[src/rtl/uart_pkg.sv]
// uart_pkg: frame-format and receiver-state types shared by the UART receiver
package uart_pkg;
  typedef enum logic [1:0] {PAR_NONE, PAR_ODD, PAR_EVEN} parity_t;
  typedef enum logic [2:0] {ST_IDLE, ST_START, ST_DATA, ST_PARITY, ST_STOP} rx_state_t;
  function automatic logic parity_of(logic [8:0] d, int n);
    logic p;
    p = 1'b0;
    for (int i = 0; i < 9; i++) p = p ^ (d[i] & (i < n));
    return p;
  endfunction
endpackage

[src/rtl/sync_fifo.sv]
// sync_fifo: show-ahead FIFO with valid/ready on both sides; a write into a full FIFO is taken when a pop happens in the same cycle
module sync_fifo #(
  parameter int WIDTH = 8,
  parameter int DEPTH = 16
) (
  input  logic             clk,
  input  logic             rst_n,
  input  logic             wr_valid_i,
  output logic             wr_ready_o,
  input  logic [WIDTH-1:0] wr_data_i,
  output logic             rd_valid_o,
  input  logic             rd_ready_i,
  output logic [WIDTH-1:0] rd_data_o,
  output logic             full_o,
  output logic             empty_o
);
  localparam int AW = $clog2(DEPTH);
  logic [WIDTH-1:0] mem_q [DEPTH];
  logic [AW:0] wr_ptr_q, rd_ptr_q, wr_ptr_d, rd_ptr_d;
  logic push, pop;
  assign empty_o = wr_ptr_q == rd_ptr_q;
  assign full_o = (wr_ptr_q[AW] != rd_ptr_q[AW]) && (wr_ptr_q[AW-1:0] == rd_ptr_q[AW-1:0]);
  assign rd_valid_o = !empty_o;
  assign wr_ready_o = !full_o || rd_ready_i;
  assign pop = rd_valid_o && rd_ready_i;
  assign push = wr_valid_i && wr_ready_o;
  assign wr_ptr_d = push ? wr_ptr_q + (AW+1)'(1) : wr_ptr_q;
  assign rd_ptr_d = pop ? rd_ptr_q + (AW+1)'(1) : rd_ptr_q;
  assign rd_data_o = mem_q[rd_ptr_q[AW-1:0]];
  always_ff @(posedge clk)
    if (push) mem_q[wr_ptr_q[AW-1:0]] <= wr_data_i;
  always_ff @(posedge clk or negedge rst_n)
    if (!rst_n) begin
      wr_ptr_q <= '0;
      rd_ptr_q <= '0;
    end else begin
      wr_ptr_q <= wr_ptr_d;
      rd_ptr_q <= rd_ptr_d;
    end
endmodule

[src/rtl/uart_rx_fifo.sv]
// uart_rx_fifo: oversampling UART receiver with parity/framing checks and a show-ahead output FIFO
module uart_rx_fifo
  import uart_pkg::*;
#(
  parameter int      CLK_FREQ   = 100000000,
  parameter int      BAUD_RATE  = 9600,
  parameter int      OVERSAMPLE = 16,
  parameter int      DATA_BITS  = 8,
  parameter parity_t PARITY     = PAR_NONE,
  parameter int      STOP_BITS  = 1,
  parameter int      FIFO_DEPTH = 16
) (
  input  logic                 clk,
  input  logic                 rst_n,
  input  logic                 rx_i,
  output logic [DATA_BITS-1:0] data_o,
  output logic                 data_valid_o,
  input  logic                 data_ready_i,
  output logic                 parity_err_o,
  output logic                 frame_err_o,
  output logic                 overrun_o,
  input  logic                 err_clear_i,
  output logic                 busy_o
);
  localparam int DIV = CLK_FREQ / (BAUD_RATE * OVERSAMPLE);
  localparam int CW = $clog2(DIV) + 1;
  localparam int SW = $clog2(OVERSAMPLE);
  localparam int FW = DATA_BITS + 2;
  localparam logic [CW-1:0] DIV_LAST = CW'(DIV - 1);
  localparam logic [SW-1:0] S_LAST = SW'(OVERSAMPLE - 1);
  localparam logic [SW-1:0] S_A = SW'(OVERSAMPLE / 2 - 1);
  localparam logic [SW-1:0] S_B = SW'(OVERSAMPLE / 2);
  localparam logic [SW-1:0] S_C = SW'(OVERSAMPLE / 2 + 1);
  localparam logic [3:0] DATA_LAST = 4'(DATA_BITS - 1);
  localparam logic [3:0] STOP_LAST = 4'(STOP_BITS - 1);
  rx_state_t state_q;
  logic [1:0] sync_q, smp_q;
  logic [CW-1:0] div_q;
  logic [SW-1:0] samp_q;
  logic [3:0] bit_q;
  logic [DATA_BITS-1:0] shift_q;
  logic parity_err_q, frame_err_q, overrun_q;
  logic rx_s, tick, decide, bit_v, push, push_ok, fifo_empty, unused_full;
  logic [FW-1:0] push_data, head;
  assign rx_s = sync_q[1];
  assign busy_o = state_q != ST_IDLE;
  assign tick = busy_o && div_q == DIV_LAST;
  assign decide = tick && samp_q == S_C;
  // third vote is the live sample taken on the deciding tick
  assign bit_v = (smp_q[0] & smp_q[1]) | (smp_q[0] & rx_s) | (smp_q[1] & rx_s);
  assign push = decide && state_q == ST_STOP && bit_q == STOP_LAST;
  assign push_data = {shift_q, parity_err_q, frame_err_q | ~bit_v};
  assign overrun_o = overrun_q;
  assign {data_o, parity_err_o, frame_err_o} = fifo_empty ? '0 : head;
  always_ff @(posedge clk or negedge rst_n)
    if (!rst_n) begin
      sync_q <= 2'b11;
      smp_q <= 2'b11;
      div_q <= '0;
      samp_q <= '0;
    end else begin
      sync_q <= {sync_q[0], rx_i};
      div_q <= !busy_o || tick ? '0 : div_q + CW'(1);
      samp_q <= !busy_o ? '0 : tick ? (samp_q == S_LAST ? '0 : samp_q + SW'(1)) : samp_q;
      if (tick && samp_q == S_A) smp_q[0] <= rx_s;
      if (tick && samp_q == S_B) smp_q[1] <= rx_s;
    end
  always_ff @(posedge clk or negedge rst_n)
    if (!rst_n) begin
      state_q <= ST_IDLE;
      bit_q <= '0;
      shift_q <= '0;
      parity_err_q <= 1'b0;
      frame_err_q <= 1'b0;
    end else begin
      case (state_q)
        ST_IDLE: if (!rx_s) begin
          state_q <= ST_START;
          bit_q <= '0;
          parity_err_q <= 1'b0;
          frame_err_q <= 1'b0;
        end
        ST_START: if (decide) state_q <= bit_v ? ST_IDLE : ST_DATA;
        ST_DATA: if (decide) begin
          shift_q <= {bit_v, shift_q[DATA_BITS-1:1]};
          bit_q <= bit_q == DATA_LAST ? '0 : bit_q + 4'd1;
          if (bit_q == DATA_LAST) state_q <= PARITY == PAR_NONE ? ST_STOP : ST_PARITY;
        end
        ST_PARITY: if (decide) begin
          parity_err_q <= (parity_of(9'(shift_q), DATA_BITS) ^ bit_v) != (PARITY == PAR_ODD);
          state_q <= ST_STOP;
        end
        ST_STOP: if (decide) begin
          if (!bit_v) frame_err_q <= 1'b1;
          bit_q <= bit_q + 4'd1;
          if (bit_q == STOP_LAST) state_q <= ST_IDLE;
        end
        default: state_q <= ST_IDLE;
      endcase
    end
  always_ff @(posedge clk or negedge rst_n)
    if (!rst_n) overrun_q <= 1'b0;
    else if (push && !push_ok) overrun_q <= 1'b1;
    else if (err_clear_i) overrun_q <= 1'b0;
  sync_fifo #(.WIDTH(FW), .DEPTH(FIFO_DEPTH)) u_fifo (
    .clk        (clk),
    .rst_n      (rst_n),
    .wr_valid_i (push),
    .wr_ready_o (push_ok),
    .wr_data_i  (push_data),
    .rd_valid_o (data_valid_o),
    .rd_ready_i (data_ready_i),
    .rd_data_o  (head),
    .full_o     (unused_full),
    .empty_o    (fifo_empty)
  );
endmodule

[config.mk]
export PLATFORM = sky130hd
export DESIGN_NAME = uart_rx_fifo
export DESIGN_NICKNAME = d
export VERILOG_FILES = /design/src/rtl/uart_pkg.sv /design/src/rtl/sync_fifo.sv /design/src/rtl/uart_rx_fifo.sv
export SDC_FILE = /design/constraint.sdc
export NUM_CORES = 1
export LEC_CHECK = 0
export CAP_MARGIN = 20
export CORE_AREA = 4 4 117 163
export DETAILED_ROUTE_END_ITERATION = 10
export DIE_AREA = 0 0 121 167
export PLACE_DENSITY = 0.69
export SLEW_MARGIN = 20
export SYNTH_ARGS = -nofsm -noshare
export SYNTH_HDL_FRONTEND = slang
export SYNTH_SLANG_ARGS = --single-unit
[constraint.sdc]
create_clock -name clk -period 2.8 [get_ports clk]
set_input_delay 0.84 -clock clk [delete_from_list [all_inputs] [get_ports clk]]
set_output_delay 0.84 -clock clk [all_outputs]
set_load 0.03 [all_outputs]
==> out/metrics.cfg, run 1 <==
[run_status]
status=complete, but fails checks
violations=setup timing

[floorplan]
dieArea_sq_um=20200
fp-row-count=57
die_x_microns=121
start_util=0.497
die_y_microns=167
io_pins=18
fp.coreArea_sq_um=17500

[timing]
fin_crit_sh=1.13
timing.hold.ws_ns=0.331
worst_slack_ns=-0.373
finalMaxSlewViolations=0
setup-tns-final_ns=-3.49
clock.fmax_mhz=315
finalSetupViolCount=11
slew-limit-headroom=0.503
min_period_ns=3.17
worstMarginPinSlew_ns=0.745
grt_setup_unrepaired=true
hold_viol=0
skew_ns=0.0168

[routing]
totalWireLength_microns=19100
dr.first_iter.drc_count=374
route.detailed.wl_per_inst_microns=23.0
via_per_inst=5.71
drc_errors=0
first_pass_iters=6
drtAntennaViolNets=0
vias=4744

[finish]
area_growth_pct=23.9
fin_nets=598
final_common_cell=edfxtp_1
final_cell_mix=edfxtp_1 (160), dfrtp_1 (42), mux4_2 (40)
fillers=1261
fin_util=0.616
drive_gt1_frac=0.348
antennaDiodeCount=0

[global_route]
antenna_found_initial=0
grt_pass1_wl_microns=29700
grt_pass1_vias=5052
grt_overflow_total=0
grt_start_max_net_pins=28
grtUsageTotal=0.194

[worst_setup_path]
criticalPathCategory=reg2out
end_kind=primary output
cp.required_ns=1.96
reg2reg_depth=13
arrival_ns=2.33
crit_path_max_fanout=6
timing.critical_path.from_type=register

[logic_synthesis]
synth_cell_type_count=48
syn_area_sq_um=8680
async_flop_share=0.227
ys_seq_elements=207
syn_nets=527
ys_warn_count=0
synth_top_area_share=0.554
yosys.area.top_type=edfxtp_1
syn_inst=510
synth_edf_count=160
yosysSeqAreaShare=0.690
syn_area_per_cell_sq_um=17.0
ys.flop_type=edfxtp_1
ys_top_cells_by_area=edfxtp_1 (55%), dfrtp_1 (12%), mux4_2 (10%)

[job]
maxCapViolCount=0

[power_and_ir_drop]
p_per_area_nw_per_um2=784
peakVddDrop_v=0.000502
p_leak_nw=4.10

[clock_tree]
h-tree-depth=1
cts.clk_slew.worst_paths_ns=0.07
clock_sinks=207
clock_latency_ns=0.49
cts_tree=yes
cts_made_buffers=20
clockBufferDepth=3
cts-root-buf=clkbuf_16
ctsHoldBuffers=0

[placement]
hpwl_microns=11500
portBuffers=17
gp_congestion=0.854

[min_path]
hold_path.class=in2async

[registers in the layout, summed over array words and instances, names as in the netlist]
name             flops
state_q              3
u_fifo.rd_ptr_q      5
u_fifo.wr_ptr_q      5
shift_q              8
parity_err_q         1
sync_q               2
div_q               11
frame_err_q          1
samp_q               4
u_fifo.mem_q       160
overrun_o            1
bit_q                4
smp_q                2
[worst max-delay path, stage by stage (launching register included)]
cell and delay, ns:
dfrtp_2 0.43, buf_12 0.15, buf_12 0.13, buf_4 0.14
mux4_2 0.38, mux2i_4 0.11, a211oi_4 0.32, buf_6 0.18
[final timing paths]
| check | from | to | slack [ns] |
|---|---|---|---|
| max | u_fifo.rd_ptr_q[0] | parity_err_o | -0.37 |
| min | rst_n | state_q[2] | 0.33 |
| min reg2reg | sync_q[0] | sync_q[1] | 0.36 |
| min in group clk | sync_q[0] | sync_q[1] | 0.36 |
| max reg2reg | u_fifo.rd_ptr_q[0] | u_fifo.mem_q[7][1] | 0.05 |
| max in group asynchronous | rst_n | sync_q[0] | 1.87 |
[metrics by stage]
stage / power, mW / setup WS, ns / instances / area, sq um
finish: 8.43 / -0.373 / 831 / 10800
global route: 8.73 / -0.444 / 831 / 10800
CTS: 8.43 / -0.366 / 839 / 10900
detailed placement: 5.22 / -0.422 / 789 / 9800
global placement: 5.19 / -0.395 / 789 / 9800
floorplan: 4.48 / 0.00320 / 510 / 8750
[cell families after synthesis]
group | synth area share
flip-flops | 0.690
AND/OR/NAND/NOR | 0.0714
buffers and inverters | 0.0193
adder cells (fa/ha/maj) | 0.0185
multiplexers | 0.131
XOR/XNOR | 0.0332
AO/OA/AOI/OAI | 0.0372
[synthesized netlist by cell type, types with 2 or more instances]
cell / count
edfxtp_1: 160
dfrtp_1: 43
mux4_2: 40
nor2_1: 23
xnor2_1: 23
a211oi_1: 20
and3_1: 17
nand2_1: 17
clkbuf_1: 14
inv_1: 14
ha_1: 12
nor2b_1: 12
mux2_2: 11
mux2i_1: 11
nand3_1: 10
a21oi_1: 9
buf_2: 8
xor2_1: 8
nand2b_1: 7
nor3_1: 7
o21ai_0: 7
dfstp_2: 4
o22ai_1: 3
a31oi_1: 2
and2_1: 2
nand4_1: 2
nor3b_1: 2
o31ai_1: 2
[routing by layer]
metal / vias up / routed length [microns] / GRT usage
met2: 133 / 10700 / 0.358
li1: 2113 / - / -
met4: 0 / 394 / 0.0582
met5: - / 0 / 0
met1: 2471 / 6930 / 0.234
met3: 27 / 1010 / 0.0241
[report_power, final]
| group | leakage, nW | switching [mW] | internal [mW] | total, mW |
|---|---|---|---|---|
| Sequential | 2.37 | 0.0453 | 3.32 | 3.36 |
| Clock | 0.333 | 1.08 | 1.71 | 2.79 |
| Combinational | 1.40 | 1.11 | 1.17 | 2.28 |
| Total | 4.10 | 2.23 | 6.20 | 8.43 |
[area by class of cell]
| class | count | area [sq um] | share of cell area |
|---|---|---|---|
| multi-input combinational | 266 | 2870 | 0.267 |
| timing repair buffer | 72 | 865 | 0.0804 |
| clock inverter | 5 | 104 | 0.00966 |
| clock buffer | 31 | 583 | 0.0542 |
| sequential | 207 | 5990 | 0.557 |
| tap | 236 | 295 | 0.0275 |
| inverter | 14 | 55.1 | 0.00512 |
[timing repair]
| item | 4_1_cts | 5_1_grt |
|---|---|---|
| resized for setup | 126 | 11 |
| cloned | 3 | 3 |
| endpoints found under the setup margin | 12 | 173 |
| pin swaps | 15 | 10 |
| buffers inserted | 12 | 5 |
(Power assumes the default switching activity.)
==> run 2: changes to the inputs <==
==> constraint.sdc (replaced) <==
create_clock -name clk -period 2.65 [get_ports clk]
set_input_delay 0.795 -clock clk [delete_from_list [all_inputs] [get_ports clk]]
set_output_delay 0.795 -clock clk [all_outputs]
set_load 0.03 [all_outputs]
==> out/metrics.cfg, run 2 (same netlist as run 1, synthesis figures left out) <==
[timing]
grt_setup_unrepaired=true
slew-limit-headroom=0.590
clock.fmax_mhz=314
skew_ns=0.0135
fin_crit_sh=1.20
worstMarginPinSlew_ns=0.615
worst_slack_ns=-0.534
finalSetupViolCount=11
finalMaxSlewViolations=0
setup-tns-final_ns=-4.82
hold_viol=0
min_period_ns=3.18

[clock_tree]
ctsHoldBuffers=0
h-tree-depth=1
cts_made_buffers=20
clock_latency_ns=0.48
clock_sinks=207
cts_tree=yes
cts.clk_slew.worst_paths_ns=0.06
clockBufferDepth=3
cts-root-buf=clkbuf_16

[routing]
wl_met1_microns=6950
first_pass_iters=5
top_layer=met4
wl_met2_microns=9650
dr_wl_met3_microns=813
totalWireLength_microns=17800
drtAntennaViolNets=0
drc_errors=0
via_per_inst=5.50
vias=4682
route.detailed.wl_per_inst_microns=20.9
dr.first_iter.drc_count=356

[finish]
fin_nets=619
fin_util=0.611
seqCellArea_sq_um=5990
multiInputGateArea_sq_um=2670
final_common_cell=edfxtp_1
fillers=1251
drive_gt1_frac=0.333
final_cell_mix=edfxtp_1 (160), buf_4 (52), dfrtp_1 (42)
fin_area_sq_um=10700
largest_reg_flops=160
antennaDiodeCount=0
stdcell_count=851
area_growth_pct=22.9

[worst_setup_path]
crit_chain=buf_12, buf_12, buf_8, mux4_2, a211oi_2, buf_4, a211oi_4, buf_6
end_kind=primary output
reg2reg_from=u_fifo.rd_ptr_q[0]
cp_slowest_stage_delay_ns=0.52
critPathLaunch=u_fifo.rd_ptr_q[0]
cpMostUsedCell=buf_12
arrival_ns=2.39
r2r_end=u_fifo.mem_q[12][3]
reg2reg_depth=10
crit_slowest_cell=mux4_2
reg2reg_slack_ns=0.06
cp.required_ns=1.86
crit_path_max_fanout=7
timing.critical_path.from_type=register
criticalPathCategory=reg2out

[power_and_ir_drop]
p_seq_frac=0.418
power_frac_comb=0.268
peakVddDrop_v=0.000538
p_leak_nw=4.18
p_per_area_nw_per_um2=797
p_int_mw=6.23
p_sw_frac=0.267
power.net_switching_mw=2.27
clkPwrFrac=0.314

[placement]
portBuffers=17
gp_congestion=0.774
postPlaceCellArea_sq_um=9810
post-place-ws_ns=-0.441
hpwl_microns=11500
dp_cells=799

[global_route]
grt_pass1_vias=4883
grt_pass1_wl_microns=28100
grtUsageTotal=0.180
grt_start_max_net_pins=29
antenna_found_initial=0
grt_overflow_total=0

[floorplan]
die_x_microns=121
io_pins=18
start_util=0.497
fp-row-count=57
fp.coreArea_sq_um=17500
dieArea_sq_um=20200
die_y_microns=167

[min_path]
hold_path.class=in2async

[run_status]
status=complete, but fails checks
violations=setup timing

[job]
maxCapViolCount=0

==> run 2: worst max path at each step <==
stage / to / slack, ns
2_1_floorplan: parity_err_o / -0.04
3_3_place_gp: data_o[6] / -0.43
3_5_place_dp: data_o[6] / -0.44
4_1_cts: data_o[7] / -0.56
5_1_grt: data_o[7] / -0.62
6_report: data_o[7] / -0.53
==> run 2: power groups by stage <==
stage	registers, mW	logic [mW]	clock network [mW]
after CTS	3.55	2.15	2.74
after global placement	3.61	1.96	0
final	3.56	2.28	2.67
after global routing	3.56	2.42	2.88
after detailed placement	3.62	1.98	0
after floorplan	3.59	1.13	0
==> run 2: repair_timing <==
action                                 in CTS  in global routing
pin swaps                                   6                  6
cloned                                      1                  0
endpoints found under the hold margin       0                  0
setup endpoints to repair                  12                 36
gates resized for setup                    54                 21
buffers inserted                            7                  9
==> run 2: critical path: cells and delay by family, from the launching register on <==
family / cells / cell delay, ns
DFF: 1 / 0.43
AOI/OAI and AO/OA: 2 / 0.26
muxes: 1 / 0.52
buffers and inverters: 5 / 0.70
==> run 2: final cells by class <==
class                           count  share of cell area
Inverter                           14             0.00493
Timing Repair Buffer               95              0.0986
Clock inverter                      7             0.00575
Tap cell                          236              0.0277
Clock buffer                       28              0.0517
Sequential cell                   207               0.561
Multi-Input combinational cell    264               0.250
==> run 2: per-layer routing <==
metal / vias to the layer above / track usage
met1: 2406 / 0.227
met4: 0 / 0.0419
li1: 2152 / -
met2: 100 / 0.326
met3: 24 / 0.0265
met5: - / 0
==> run 2: metrics by stage <==
| stage | hold slack [ns] | total power [mW] |
|---|---|---|
| 2_1_floorplan | 0.345 | 4.72 |
| 3_3_place_gp | 0.346 | 5.58 |
| 3_5_place_dp | 0.347 | 5.60 |
| 4_1_cts | 0.279 | 8.44 |
| 5_1_grt | 0.313 | 8.86 |
| 6_report | 0.287 | 8.50 |
